`config.mk`:
```
export PLATFORM = sky130hd
export DESIGN_NAME = regfile_sb
export DESIGN_NICKNAME = d
export VERILOG_FILES = /design/src/rtl/regfile_sb.sv
export SDC_FILE = /design/constraint.sdc
export NUM_CORES = 2
export LEC_CHECK = 0
export CORE_UTILIZATION = 43
export DETAILED_ROUTE_END_ITERATION = 10
export RECOVER_POWER = 25
export SKIP_LAST_GASP = 1
export SLEW_MARGIN = 25
export SYNTH_ARGS = -nofsm -noshare
export SYNTH_HDL_FRONTEND = slang
export SYNTH_SLANG_ARGS = --single-unit
```
`constraint.sdc`:
```
create_clock -name clk -period 5 [get_ports clk]
set_input_delay 1 -clock clk [delete_from_list [all_inputs] [get_ports clk]]
set_output_delay 1 -clock clk [all_outputs]
set_load 0.01 [all_outputs]
```
`src/rtl/regfile_sb.sv`:
```
// -----------------------------------------------------------------------------
// Module   : regfile_sb
// Purpose  : 2R/1W register file with a per-register pending-write scoreboard.
//            Optional same-cycle write-to-read bypass: define REGFILE_BYPASS_EN.
// Revision : 1.0 - initial release
// -----------------------------------------------------------------------------
`default_nettype none

module regfile_sb #(
  parameter int DATA_W   = 32,
  parameter int ADDR_W   = 5,
  parameter int ZERO_REG = 1
) (
  input  logic              clk,
  input  logic              rst,
  input  logic [ADDR_W-1:0] rd_addr1,
  output logic [DATA_W-1:0] rd_data1,
  output logic              rd_busy1,
  input  logic [ADDR_W-1:0] rd_addr2,
  output logic [DATA_W-1:0] rd_data2,
  output logic              rd_busy2,
  input  logic              wr_en,
  input  logic [ADDR_W-1:0] wr_addr,
  input  logic [DATA_W-1:0] wr_data,
  input  logic              iss_en,
  input  logic [ADDR_W-1:0] iss_addr,
  input  logic              flush,
  output logic [ADDR_W:0]   busy_cnt
);

  localparam int c_DEPTH = 2 ** ADDR_W;
  localparam bit c_ZERO  = (ZERO_REG != 0);

  logic [DATA_W-1:0]  r_regs [c_DEPTH];
  logic [c_DEPTH-1:0] r_busy;
  logic [ADDR_W:0]    r_busy_cnt;

  logic               w_wr_ok;
  logic               w_iss_ok;
  logic               w_cnt_inc;
  logic               w_cnt_dec;
  logic [c_DEPTH-1:0] w_busy_nxt;

  // Register 0 suppression is folded into the strobes so nothing downstream sees it.
  assign w_wr_ok  = wr_en  && !(c_ZERO && (wr_addr  == '0));
  assign w_iss_ok = iss_en && !(c_ZERO && (iss_addr == '0));

  // Issue wins over a same-address writeback: the newer producer is still in flight.
  assign w_cnt_inc = w_iss_ok && !r_busy[iss_addr];
  assign w_cnt_dec = w_wr_ok && r_busy[wr_addr] && !(w_iss_ok && (iss_addr == wr_addr));

  always_comb begin
    w_busy_nxt = r_busy;
    if (w_wr_ok)  w_busy_nxt[wr_addr]  = 1'b0;
    if (w_iss_ok) w_busy_nxt[iss_addr] = 1'b1;
    if (flush)    w_busy_nxt           = '0;
  end

  always_ff @(posedge clk) begin
    if (rst) begin
      for (int i = 0; i < c_DEPTH; i++) r_regs[i] <= '0;
    end else if (w_wr_ok) begin
      r_regs[wr_addr] <= wr_data;
    end
  end

  always_ff @(posedge clk) begin
    if (rst) begin
      r_busy     <= '0;
      r_busy_cnt <= '0;
    end else begin
      r_busy <= w_busy_nxt;
      if (flush) r_busy_cnt <= '0;
      else       r_busy_cnt <= r_busy_cnt + (ADDR_W+1)'(w_cnt_inc) - (ADDR_W+1)'(w_cnt_dec);
    end
  end

  assign busy_cnt = r_busy_cnt;

  always_comb begin
    rd_data1 = r_regs[rd_addr1];
    rd_busy1 = r_busy[rd_addr1];
    rd_data2 = r_regs[rd_addr2];
    rd_busy2 = r_busy[rd_addr2];
`ifdef REGFILE_BYPASS_EN
    if (w_wr_ok && (rd_addr1 == wr_addr)) begin
      rd_data1 = wr_data;
      rd_busy1 = 1'b0;
    end
    if (w_wr_ok && (rd_addr2 == wr_addr)) begin
      rd_data2 = wr_data;
      rd_busy2 = 1'b0;
    end
`endif
    if (c_ZERO && (rd_addr1 == '0)) begin
      rd_data1 = '0;
      rd_busy1 = 1'b0;
    end
    if (c_ZERO && (rd_addr2 == '0)) begin
      rd_data2 = '0;
      rd_busy2 = 1'b0;
    end
  end

endmodule

`default_nettype wire

```
==> flow_summary.ini <==
[finish]
layout.area.seq_um2 = 31500
multi_input_area_um2 = 24300
nets = 4037
final_cell_area_um2 = 65500
syn2layout_area_growth_pct = 14.7
n_fill_cell = 11000
drive_above_1_share_pct = 26.4

[routing]
vias = 37300
wirelength_mm = 199
drt_iter0_drc = 5684
drc = 0
route.antenna.remaining_nets = 0
drtPass1Iterations = 6
wl_per_cell_um = 34.1
viasPerCell = 6.39

[sta]
tightestPinTransition_ps = 2460
rsz0062_at_grt = no
whs_ps = 521
slew_viol_final = 122
hold_violations = 0
clock_skew_ps = 10.9
min_period_over_period_pct = 99.3
period_minus_slack_ps = 4960
setup-violations-final = 0
tns_ps = 0
fmax_mhz = 201
relSlewSlack_pct = -64.6

[cts]
clkLatencyLatePin_ps = 730
cts_hold_buf = 0
cts_sinks = 1062
cts_buffers = 115
cts_max_path_buffers = 3
cts_setup_buffers = 0
post_cts_resized = 0
cts_tree = yes
clockRootBuffer = clkbuf_16
htree_levels = 3
clkTransAtPathRegs_ps = 60

[worst_setup_path]
reg2reg_slack_ps = 1800
path_class = input port to output pin
rr_endpoint = busy_cnt[4]
r2r_start = r_busy[6]
cp-start-kind = input port
critPathArrivalTime_ps = 3960
critPathCaptureType = output pin
cp_max_fo = 18
worst_ep_required_time_ps = 4000
ff2ff_path_depth = 12

[global_routing]
grt_pass1_wl_mm = 279
grt_pass1_vias = 36800
overflow = 0
grt_usage_pct = 29.4
antenna_found_initial = 28
grt_max_degree = 56

[worst_hold_path]
hold_end = r_busy[22]
hold_path_depth = 2
min_from = r_busy[22]
hold_class = register to register

[synth]
syn_inst = 3877
yosysSeqAreaShare_pct = 55.2
syn_area_um2 = 57100
yosysUniqueCellTypes = 53
synth_async_sr_flop_share_pct = 0
ys.flop_type = edfxtp_1
synth_edf_count = 1024
ys_top_cells_by_area = edfxtp_1 54%, mux4_2 19%, and2_1 11%
synth_top_area_share_pct = 53.9
ys_warn_count = 0
synth.largest_area_cell = edfxtp_1
yosys_register_bits = 1062
syn_avg_cell_area_um2 = 14.7

[flow_run]
maxCapViolations = 5

[placed_design]
dpl_cell_area_um2 = 62000
numPortBuffers = 128
hpwl_mm = 119
gp_congestion = 0.883

[status]
status = complete, but fails checks
violations = capacitance limit, slew limit

[floorplanning]
ios = 129
start_util_pct = 43.4
coreArea_um2 = 132000
die_area_um2 = 134000
num_rows = 133
die_h_um = 366
die_w_um = 366

[power]
ir_drop_mv = 0.263
p_leak_nw = 22.4
power.density_nw_per_um2 = 336
worst max-delay path, cell delays in order:
cell	delay, ps
clkdlybuf4s50_1	610
or3b_2	620
buf_12	210
buf_4	220
o221ai_1	220
a211o_1	130
and3_1	330
clkdlybuf4s50_1	610
where the power goes:
group,switching [mW],internal (mW),total (mW)
Clock,3.70,4.95,8.65
Combinational,1.64,1.27,2.91
Sequential,0.236,10.2,10.5
Total,5.57,16.5,22.0
routing by layer:
metal	part of all wire (%)	vias to the layer above	routed length, um	global-route usage [%]
met5	0.052	-	103	0
met4	4.1	14	8200	10.2
met3	11	390	21000	6.57
met2	46	2262	90900	45.7
met1	40	19500	79100	40.8
li1	-	15100	-	-
worst max path at each step:
stage                start           end  cells past startpoint
5_1_grt        rd_addr1[3]  rd_data1[22]                      8
4_1_cts        rd_addr1[3]  rd_data1[22]                      8
3_5_place_dp   rd_addr1[3]  rd_data1[22]                      8
2_1_floorplan  iss_addr[0]   busy_cnt[4]                     14
3_3_place_gp   rd_addr1[3]  rd_data1[19]                      8
6_report       rd_addr1[3]  rd_data1[22]                      8
cells in the mapped netlist (10+ instances only):
cell / n
a211o_1: 28
a211oi_1: 40
a21oi_1: 66
a221o_1: 24
a221oi_1: 43
a22o_1: 27
a22oi_1: 46
and2_1: 997
and3_1: 35
buf_1: 11
buf_2: 48
buf_4: 21
buf_6: 20
clkbuf_1: 326
dfxtp_1: 38
edfxtp_1: 1024
mux2_2: 101
mux2i_1: 108
mux4_2: 471
nand2_1: 70
nand2b_1: 29
nand3_1: 41
nand3b_1: 10
nor2_1: 47
nor2b_1: 38
o21ai_0: 30
o21bai_1: 31
o221ai_1: 27
final cells by class:
class,instances,share of cell area [%]
Antenna cell,9,0.0344
Clock buffer,153,4.78
Clock inverter,62,0.930
Inverter,15,0.0859
Multi-Input combinational cell,2405,37.1
Sequential cell,1062,48.1
Tap cell,1755,3.35
Timing Repair Buffer,374,5.65
kinds of logic after synthesis:
family | after synthesis | share of synthesized area (%)
simple gates | 1294 | 13.6
flops | 1062 | 55.2
mux | 682 | 22.5
buf+inv | 441 | 3.41
compound gates | 381 | 4.99
xor+xnor | 9 | 0.138
fa+ha+maj | 7 | 0.167
other cells | 1 | 0.00657
registers in the layout (all words and copies together), names as in the netlist:
register,cells
r_regs,1024
busy_cnt,6
r_busy,32
placed cells by master, fill, tap and decap left out, types with 26 or more instances in the layout:
| master | Yosys | final |
|---|---|---|
| nand2_1 | 70 | 70 |
| and2_1 | 997 | 849 |
| dfxtp_1 | 38 | 38 |
| o21ai_0 | 30 | 30 |
| o21bai_4 | 0 | 26 |
| a211o_1 | 28 | 28 |
| a22o_1 | 27 | 27 |
| nor2b_1 | 38 | 34 |
| mux4_2 | 471 | 471 |
| and3_1 | 35 | 34 |
| buf_4 | 21 | 170 |
| mux2_2 | 101 | 101 |
| a221oi_1 | 43 | 43 |
| a22oi_1 | 46 | 46 |
| o221ai_1 | 27 | 27 |
| nand3_1 | 41 | 41 |
| buf_12 | 0 | 57 |
| clkdlybuf4s50_1 | 0 | 89 |
| conb_1 | 1 | 32 |
| a211oi_1 | 40 | 40 |
| edfxtp_1 | 1024 | 1024 |
| clkbuf_1 | 326 | 32 |
| clkbuf_16 | 0 | 117 |
| clkinv_1 | 7 | 28 |
| a21oi_1 | 66 | 66 |
| mux2i_1 | 108 | 108 |
| nand2b_1 | 29 | 28 |
| and2_0 | 0 | 147 |
stage by stage:
| stage | setup slack [ps] | std cells | total power, mW | util, % |
|---|---|---|---|---|
| finish | 35.8 | 5835 | 22.0 | 49.8 |
| global route | 1.29 | 5829 | 22.6 | 49.8 |
| CTS | 102 | 5826 | 22.1 | 49.9 |
| detailed placement | 131 | 5611 | 13.5 | 47.1 |
| global placement | 146 | 5610 | 13.5 | 47.1 |
| floorplan | 1060 | 3908 | 12.2 | - |
No activity file was read; power rests on OpenSTA's default activity.
